--- src/rtl/jt12_lfo_pkg.sv ---
// Shared sizes and helpers for the jt12 LFO.
// Holds the period table and the AM triangle fold.
package jt12_lfo_pkg;

    localparam int PHASE_W = 7;
    localparam int DIV_W   = 7;

    // Samples per phase step minus one, indexed by the LFO frequency register
    function automatic logic [DIV_W-1:0] lfo_terminal(input logic [2:0] freq);
        logic [DIV_W-1:0] t;
        case (freq)
            3'd0:    t = 7'd107;
            3'd1:    t = 7'd76;
            3'd2:    t = 7'd70;
            3'd3:    t = 7'd66;
            3'd4:    t = 7'd61;
            3'd5:    t = 7'd43;
            3'd6:    t = 7'd7;
            default: t = 7'd4;
        endcase
        return t;
    endfunction

    function automatic logic [PHASE_W-2:0] lfo_am_fold(input logic [PHASE_W-1:0] phase);
        logic [PHASE_W-2:0] am;
        am = phase[PHASE_W-1] ? ~phase[PHASE_W-2:0] : phase[PHASE_W-2:0];
        return am;
    endfunction

endpackage

--- src/rtl/jt12_lfo_div.sv ---
// LFO prescaler: counts sample ticks and pulses step on the tick that reaches the terminal count.
module jt12_lfo_div
    import jt12_lfo_pkg::*;
(
    input  logic             clk,
    input  logic             rst,
    input  logic             tick,
    input  logic             clear,
    input  logic [DIV_W-1:0] terminal,
    output logic             step
);

    logic [DIV_W-1:0] div;

    // >= so that lowering the terminal mid-count steps at once instead of wrapping through 127
    assign step = tick & (div >= terminal);

    always_ff @(posedge clk) begin
        if (rst || clear) begin
            div <= '0;
        end else if (step) begin
            div <= '0;
        end else if (tick) begin
            div <= div + 1'b1;
        end
    end

endmodule

--- src/rtl/jt12_lfo_gen.sv ---
// jt12 low-frequency oscillator: phase counter plus PM index and AM triangle decode.
// Optional lfo_step pulse output when JT12_LFO_STEP_EN is defined.
module jt12_lfo_gen
    import jt12_lfo_pkg::*;
(
    input  logic               clk,
    input  logic               rst,
    input  logic               clk_en,
    input  logic               zero,
    input  logic               lfo_en,
    input  logic [2:0]         lfo_freq,
    output logic [4:0]         lfo_mod,
    output logic [PHASE_W-2:0] lfo_am,
    output logic [PHASE_W-1:0] lfo_phase
`ifdef JT12_LFO_STEP_EN
    ,
    output logic               lfo_step
`endif
);

    logic               tick;
    logic               clear;
    logic               step;
    logic [PHASE_W-1:0] phase;

    // A disabled LFO is held cleared on every chip-enabled cycle, tick or not
    assign tick  = clk_en & zero & lfo_en;
    assign clear = clk_en & ~lfo_en;

    jt12_lfo_div u_div (
        .clk      (clk),
        .rst      (rst),
        .tick     (tick),
        .clear    (clear),
        .terminal (lfo_terminal(lfo_freq)),
        .step     (step)
    );

    always_ff @(posedge clk) begin
        if (rst || clear) begin
            phase <= '0;
        end else if (step) begin
            phase <= phase + 1'b1;
        end
    end

    assign lfo_mod   = phase[PHASE_W-1 -: 5];
    assign lfo_am    = lfo_am_fold(phase);
    assign lfo_phase = phase;

`ifdef JT12_LFO_STEP_EN
    always_ff @(posedge clk) begin
        if (rst) begin
            lfo_step <= 1'b0;
        end else begin
            lfo_step <= step;
        end
    end
`else
    // no step pulse output in the default build
`endif

endmodule

--- config.mk ---
export PLATFORM = sky130hd
export DESIGN_NAME = jt12_lfo_gen
export DESIGN_NICKNAME = d
export VERILOG_FILES = /design/src/rtl/jt12_lfo_pkg.sv /design/src/rtl/jt12_lfo_div.sv /design/src/rtl/jt12_lfo_gen.sv
export SDC_FILE = /design/constraint.sdc
export NUM_CORES = 1
export LEC_CHECK = 0
export BUFFER_PORTS_ARGS = -buffer_cell sky130_fd_sc_hd__buf_2
export CAP_MARGIN = 15
export CORE_AREA = 2 2 48 50
export CTS_CLUSTER_SIZE = 14
export DETAILED_ROUTE_END_ITERATION = 10
export DIE_AREA = 0 0 50 52
export GPL_TIMING_DRIVEN = 0
export PLACE_DENSITY = 0.72
export SKIP_CTS_REPAIR_TIMING = 1
export SLEW_MARGIN = 0
export SYNTH_ARGS = -nofsm -noshare
export SYNTH_HDL_FRONTEND = slang
export SYNTH_HIERARCHICAL = 1
export SYNTH_SLANG_ARGS = --single-unit
--- constraint.sdc ---
create_clock -name clk -period 6.9 [get_ports clk]
set_input_delay 1.035 -clock clk [delete_from_list [all_inputs] [get_ports clk]]
set_output_delay 1.035 -clock clk [all_outputs]
set_load 0.03 [all_outputs]
[Yosys cells after proc, flatten, opt, wreduce, memory -nomap -nowiden]
Index checks and enable logic that the tools add are counted.
Word-level totals
  flip-flop bits (word level): 14
  input port bits: 8
  logic and storage cells: 22
  output and inout bits: 18
Cells by class
  multiplexer cells: 2
  $add $sub $neg: 2
  reduce and logical (&&, ||, !) cells: 3
  bitwise gates (word level): 6
  $lt $le $gt $ge: 1
  equality and inequality tests: 6
Operators with widths (number)
  $pmux W7 S7: 1
  $add A7 B1 Y7 const B: 2
  $eq A3 B3 Y1 const B: 3
  $ge A7 B7 Y1: 1
  $eq A3 B2 Y1 const B: 2
  $mux W6: 1
  $not A6 Y6: 1
  $and A1 B1 Y1: 4
  $eq A3 B1 Y1 const B: 1
  $logic_not A3 Y1: 1
  $reduce_or A2 Y1: 1
  $logic_or A1 B1 Y1: 1
  $not A1 Y1: 1

[Depth between registers and ports, before layout]
Gate-level depths: netlist (run 1).
  word-level depth: 5
  gate-level depth with buffers: 12
  depth with buffers taken out: 12

[Cells and area by module]
The synthesis (run 1) kept the hierarchy.
By module, submodules not included
  jt12_lfo_div: area an instance 525.5 um2, instances 1, cells an instance 55, sequential area each 140.1 um2
  jt12_lfo_gen: area an instance 445.4 um2, instances 1, cells an instance 56, sequential area each 140.1 um2

[Worst setup path before layout (run 1)]
No wires, ideal clock.
  path type: input-to-reg
  from: in lfo_freq[0]
  to: reg phase[6] (netlist: lfo_phase[6])
  data required time: 6830 ps
  buffers on the path: 0
  cell stages on the path: 12
  slack: 3552 ps
  arrival: 3278 ps
  setup time: 70 ps
  path through: nor2b_1 -> nor3b_1 -> a21oi_1 -> inv_1 -> ha_1 -> o21a_1 -> o2111ai_2 -> or2_1 -> a31oi_1 -> nand4_1 -> or3_1 -> a21oi_1
On the way
  cells in the longest elaborated chain, start to end: 4
  elaborated cells between the ends (all ways): 10
  those cells by class: order compare (1); eq/ne (6); mux (1); bitwise (1); reduce/logical (1)
Ends and longest elaborated chain
  start: declaration: RTL line jt12_lfo_gen.sv:11  | input logic [2:0] lfo_freq,
  $eq A3 B3 Y1 (tied with other cells): RTL line jt12_lfo_pkg.sv:11  | case (freq)
  $pmux W7 S7 (*): RTL line jt12_lfo_pkg.sv:11
  $ge A7 B7 Y1 (*): RTL line jt12_lfo_div.sv:16  | assign step = tick & (div >= terminal);
  $and A1 B1 Y1 (*): RTL line jt12_lfo_div.sv:16
  net step: RTL line jt12_lfo_gen.sv:23  | logic step;
  end signal: assignment: RTL line jt12_lfo_gen.sv:43  | phase <= phase + 1'b1;
  end: declaration: RTL line jt12_lfo_gen.sv:24  | logic [PHASE_W-1:0] phase;
The timed path passes the listed nets; every way through them passes the cells marked *.
A chain may end at the register's enable or synchronous reset.

[Final worst setup path (run 1)]
Ends and elaborated chain as after synthesis.

==> flow_summary_export.csv, run 1 <==
group,metric,value,unit
synth,synth_nets,128,
cts,path_clk_slew,0.08,ns
synth,yosys_register_bits,14,
detailed_routing,final_antenna_net_count,0,
setup_path,r2r-start,"u_div/div[2]$_SDFFE_PP0P_",
die,start_util,46.1,%
detailed_routing,wl_per_cell,10.8,microns
synth,syn_avg_cell_area,8.75,sq um
run_status,run_status,"finished, final reports clean",
worst_hold_path,whs_path_depth,2,
synth,synth_edf_count,0,
cts,h-tree-depth,1,
detailed_routing,vias_per_cell,4.99,
global_routing,grt_pass1_wl,3070,microns
die,coreArea,2110,sq um
synth,yosysTopAreaCell,"dfxtp_1",
global_routing,grt_max_degree,9,
synth,synth_top_flop_cell,"dfxtp_1",
synth,synth_top_cell_area_share,28.9,%
timing,final_hold_viol_count,0,
setup_path,rr_worst_depth,8,
detailed_routing,drt_iter0_drc,1,
place,gp_congestion,0.691,
timing,max_freq,0.286,GHz
timing,setup_violations,0,
finish,drive_above_1_share,28.6,%
synth,synthArstFlopShare,0,%
timing,fin_crit,3.50,ns
power,power_density,137,nW/um^2
detailed_routing,remaining_drc_errors,0,
cts,cts.sinks,14,
worst_hold_path,hold_class,"reg2reg",
die,fp-row-count,17,
setup_path,cp-start-kind,"input pin",
detailed_routing,wl,1810,microns
cts,cts_buffer_depth,2,
die,die-width,50,microns
finish,diodes,0,
cts,cts_buffers,3,
setup_path,slowest_delay,0.45,ns
setup_path,r2r_end,"lfo_phase[6]$_SDFFE_PP0P_",
cts,root_buffer,"clkbuf_4",
power,leakage,0.612,nW
power,p_total,160,uW
setup_path,cp_common_cell,"a21oi_1",
synth,ys_warn_count,6,
timing,finClkSkew,0.00195,ns
global_routing,grt_pass1_vias,758,
finish,fin_nets,158,
synth,seq_area_frac_synth,28.9,%
job,drv_cap,0,
setup_path,worstPathMaxFanout,5,
global_routing,grt_usage,15.3,%
detailed_routing,vias,839,
timing,maxSlewViolCount,0,
synth,yosys-top-cells-area,"dfxtp_1 (29%), xor2_1 (13%), ha_1 (12%), nor2_1 (5.4%), buf_4 (3.9%)",
setup_path,worst-setup-path-type,"in2reg",
cts,cts_tree,"yes",
synth,synthCells,111,
cts,clk_latency,0.28,ns
place,numPortBuffers,25,
synth,yosysUniqueCellTypes,30,
detailed_routing,drtPass1Iterations,2,
timing,timing.final.crit_share,50.7,%
setup_path,path_cells,"buf_2 > nor2b_1 > nor3b_1 > a21oi_1 > inv_1 > ha_1 > o21a_1 > o2111ai_2 > or2_1 > a31oi_1 > nand4_1 > or3_1 > a21oi_1",
place,dp_hpwl,1480,microns
timing,max_slew.worst_pin.slew,0.553,ns
setup_path,ff2ff_setup_slack,4.36,ns
finish,fill_cells,196,
setup_path,crit_arrival,3.71,ns
setup_path,slowest_stage,"a31oi_1",
timing,setup_tns,0,ns
timing,slew_headroom,63.0,%
worst_hold_path,worstHoldStart,"u_div/div[6]$_SDFFE_PP0P_",
timing,rsz0062_at_grt,"false",
finish,area_delta_synth_final,20.2,%
synth,synthTopCellsByCount,"dfxtp_1 (14), nor2_1 (14), xor2_1 (14), inv_1 (10), ha_1 (9)",
power,ir_drop,0.106,mV
setup_path,crit_required,7.11,ns
worst_hold_path,holdPathEnd,"u_div/div[6]$_SDFFE_PP0P_",
setup_path,endpoint_kind,"flip-flop",
die,io_pins,26,
die,die_area,2600,sq um
die,die_h,52,microns
global_routing,antenna_found_initial,0,
global_routing,overflow,0,
synth,syn_area,971,sq um
==> per-layer routing <==
| metal | wire (microns) | up-vias | GRT usage, % |
|---|---|---|---|
| met5 | 0 | - | 0 |
| met2 | 978 | 17 | 29.6 |
| met3 | 87 | 2 | 5.17 |
| li1 | - | 427 | - |
| met1 | 737 | 393 | 15.9 |
| met4 | 8 | 0 | 2.78 |
==> worst max-delay path, delay by kind of cell <==
kind                       cells  cell delay [ns]
and+or+nand+nor                5             1.30
buffers and inverters          2             0.18
AOI/OAI and AO/OA              5             0.98
adders and majority gates      1             0.22
==> worst max path at each step <==
stage,from,endpoint,slack [ns],depth (start not counted)
6_report,lfo_freq[0],lfo_phase[6]$_SDFFE_PP0P_,3.40,13
3_3_place_gp,lfo_freq[2],lfo_phase[6]$_SDFFE_PP0P_,3.23,13
2_1_floorplan,lfo_freq[0],lfo_phase[6]$_SDFFE_PP0P_,3.55,12
3_5_place_dp,lfo_freq[0],lfo_phase[6]$_SDFFE_PP0P_,3.11,13
5_1_grt,lfo_freq[0],lfo_phase[6]$_SDFFE_PP0P_,3.13,13
4_1_cts,lfo_freq[0],lfo_phase[6]$_SDFFE_PP0P_,3.41,13
==> power breakdown <==
| group | total (mW) | switching [mW] | internal [mW] |
|---|---|---|---|
| sequential | 0.0814 | 0.000448 | 0.0810 |
| combinational | 0.0202 | 0.0106 | 0.00963 |
| clock | 0.0582 | 0.0261 | 0.0321 |
| total | 0.160 | 0.0371 | 0.123 |
==> sequential cells by signal, indices dropped and copies added (netlist names) <==
register	flops
u_div/div	7
lfo_phase	7
==> final cells by class <==
cell class	instances	area (sq um)	area share, %
buffer	7	46.3	3.97
clock buffer	4	36.3	3.11
inverter	11	41.3	3.54
multi-input combinational	79	603	51.7
sequential	14	280	24.0
tap	28	35.0	3.00
timing repair buffer	25	125	10.7
==> per-stage QoR <==
| stage | utilization [%] | instance area [sq um] | setup WS (ns) | std cells | hold slack, ns |
|---|---|---|---|---|---|
| 6_report | 55.4 | 1170 | 3.40 | 168 | 0.553 |
| 5_1_grt | 55.4 | 1170 | 3.13 | 168 | 0.588 |
| 4_1_cts | 55.4 | 1170 | 3.41 | 168 | 0.557 |
| 3_5_place_dp | 53.7 | 1130 | 3.11 | 164 | 0.536 |
| 3_3_place_gp | 53.7 | 1130 | 3.23 | 164 | 0.511 |
| 2_1_floorplan | - | 971 | 3.55 | 111 | 0.483 |
==> logic make-up after synthesis <==
family	Yosys count	share of synthesized area, %
AO/OA/AOI/OAI	14	13.7
AND/OR/NAND/NOR	38	20.4
multiplexers	2	2.06
buffers and inverters	18	9.02
adder cells (fa/ha/maj)	9	11.6
flip-flops	14	28.9
XOR/XNOR	16	14.4
==> placed cells by master (no fill, tap or decap), types with 2 or more instances in the layout <==
cell	instances
a21oi_1	5
xor2_1	14
nand2b_1	3
and3_1	2
nand4_1	6
nor2_1	14
clkbuf_4	3
dfxtp_1	14
buf_2	26
ha_1	9
nand2_1	5
o21ai_0	2
a21o_1	2
or3_1	2
xnor2_1	2
buf_4	5
mux2i_1	2
inv_1	10
Power figures use the tool's default switching activity.
==> run 2: changes to the inputs <==
- ABC_AREA: unset -> 1
- CORE_AREA: 2 2 48 50 -> 2 2 49 51
- DIE_AREA: 0 0 50 52 -> 0 0 51 53
- PLACE_DENSITY: 0.72 -> 0.73
- clock period: 6.9 -> 3.4 ns (I/O delays scaled with it)
==> run 2 against run 1 <==
Compared with the run above:
- via count is 13% higher
- design area is 4.6% higher
- global-route usage is 1.2 points higher
- sequential share of layout area is 1.1 points lower
- critical path type unchanged
==> flow_summary_export.csv, run 2 <==
group,metric,value,unit
die,start_util,48.3,%
worst_hold_path,hold_class,"in2reg",
detailed_routing,wl_per_cell,9.46,microns
die,coreArea,2150,sq um
synth,synth_nets,167,
cts,cts_buffers,3,
cts,path_clk_slew,0.08,ns
die,io_pins,26,
detailed_routing,remaining_drc_errors,0,
finish,diodes,0,
place,place_ws,0.881,ns
detailed_routing,final_antenna_net_count,0,
global_routing,grt_max_degree,9,
synth,synthArstFlopShare,0,%
die,die_area,2700,sq um
global_routing,grt_pass1_vias,825,
timing,finClkSkew,0.0107,ns
timing,setup_tns,0,ns
detailed_routing,drtPass1Iterations,6,
timing,finalWorstSetupSlack,1.16,ns
synth,yosysMostFrequentCell,"nand2_1",
timing,rsz0062_at_grt,"false",
run_status,run_status,"finished, final reports clean",
place,gp_congestion,0.741,
finish,multi_input_area,618,sq um
finish,final_common_cell,"nand2_1",
synth,yosysUniqueCellTypes,26,
timing,max_freq,0.446,GHz
finish,layout_common_cells,"nand2_1 (32), buf_2 (26), inv_1 (20), nor2_1 (20), dfxtp_1 (14)",
detailed_routing,drt_iter0_drc,13,
power,p_total,292,uW
global_routing,overflow,0,
setup_path,worstPathMaxFanout,7,
place,numPortBuffers,25,
synth,yosys-top-cells-area,"dfxtp_1 (27%), nand2_1 (12%), ha_1 (11%), inv_1 (7.2%), nor2_1 (7.2%)",
setup_path,cp-start-kind,"input pin",
setup_path,worst-setup-path-type,"in2reg",
finish,area_delta_synth_final,17.6,%
synth,synth_top_cell_area_share,27.0,%
cts,cts_tree,"yes",
synth,syn_area,1040,sq um
synth,synthTopCellsByCount,"nand2_1 (32), inv_1 (20), nor2_1 (20), dfxtp_1 (14), ha_1 (9)",
timing,max_slew.worst_pin.slew,0.262,ns
synth,syn_avg_cell_area,6.92,sq um
synth,yosys_register_bits,14,
cts,cts.sinks,14,
timing,maxSlewViolCount,0,
detailed_routing,wl,1950,microns
synth,ys_warn_count,6,
detailed_routing,vias_per_cell,4.61,
cts,h-tree-depth,1,
cts,clk_latency,0.27,ns
cts,root_buffer,"clkbuf_4",
finish,drive_above_1_share,27.5,%
die,die_h,53,microns
power,ir_drop,0.166,mV
power,leakage,0.667,nW
global_routing,grt_pass1_wl,3390,microns
place,dp_hpwl,1640,microns
global_routing,antenna_found_initial,0,
die,die-width,51,microns
setup_path,endpoint_kind,"flip-flop",
timing,setup_violations,0,
global_routing,grt_usage,16.5,%
synth,synth_top_flop_cell,"dfxtp_1",
die,fp-row-count,17,
synth,seq_area_frac_synth,27.0,%
timing,final_hold_viol_count,0,
synth,synthCells,150,
setup_path,crit_arrival,2.41,ns
job,drv_cap,0,
power,power_density,239,nW/um^2
timing,slew_headroom,82.5,%
finish,final_cell_area,1220,sq um
place,dpl_cell_area,1200,sq um
timing,fin_crit,2.24,ns
detailed_routing,vias,949,
synth,yosysTopAreaCell,"dfxtp_1",
finish,fill_cells,225,
setup_path,crit_required,3.56,ns
cts,cts_buffer_depth,2,
synth,synth_edf_count,0,
finish,ff_latch_area,280,sq um
timing,timing.final.crit_share,65.9,%
finish,fin_nets,197,
run 2: cell types whose count changed in the layout (fill, tap and decap cells not counted), moves of 5 or more:
cell / previous run / this run
nor2_1: 14 / 20
inv_1: 10 / 20
nand3_1: 1 / 7
nand4_1: 6 / 1
nand2_1: 5 / 32
xor2_1: 14 / 8
run 2: kinds of logic (layout without fill, tap and decap cells):
group / after synthesis / in the layout / synth area share, %
xor+xnor: 11 / 11 / 9.28
compound gates: 12 / 12 / 6.14
fa+ha+maj: 9 / 9 / 10.8
buf+inv: 30 / 58 / 13.5
flops: 14 / 14 / 27.0
simple gates: 73 / 73 / 32.3
mux: 1 / 1 / 0.964
run 2: final cells by class:
type	instances	share of cell area [%]
timing repair buffer	25	10.2
sequential	14	23.0
multi-input combinational	106	50.6
inverter	23	7.07
buffer	7	4.41
clock buffer	3	1.84
tap	28	2.87
run 2: power by group:
part           switching, mW  internal (mW)  leakage (nW)
logic                 0.0221         0.0148         0.541
registers           0.000900          0.164         0.113
clock network         0.0491         0.0410        0.0138
run 2: metrics by stage:
step	util, %	hold slack (ns)	cells
after CTS	56.8	0.515	206
after detailed placement	55.8	0.524	203
after global routing	56.8	0.543	206
after floorplan	-	0.511	150
after global placement	55.8	0.512	203
final	56.8	0.518	206
run 2: worst paths after layout:
path,startpoint,end,slack [ns],depth (start not counted)
setup / recovery,lfo_freq[0],lfo_phase[6]$_SDFFE_PP0P_,1.16,17
hold / removal,rst,lfo_phase[3]$_SDFFE_PP0P_,0.52,4
setup reg to reg,u_div/div[0]$_SDFFE_PP0P_,lfo_phase[6]$_SDFFE_PP0P_,1.51,13
hold reg to reg,lfo_phase[1]$_SDFFE_PP0P_,lfo_phase[1]$_SDFFE_PP0P_,0.54,2
run 2: critical path, stage by stage:
cell	delay (ns)
buf_2	0.11
or2_1	0.14
nand2_1	0.09
o21ai_1	0.13
inv_1	0.05
ha_1	0.31
nand2_1	0.06
nor2_1	0.11
nand3_1	0.07
nand3_1	0.09
nand2_1	0.08
inv_1	0.18
nand2_2	0.10
nor2_2	0.19
nand3_1	0.09
nand2_1	0.07
nor2_1	0.03
run 2: routing by layer:
metal	share of wire (%)	GRT usage, %	routed length, microns
met1	44	19.6	861
met2	51	29.4	996
met3	4.0	5.08	78
met4	0.62	2.70	12
met5	0	0	0
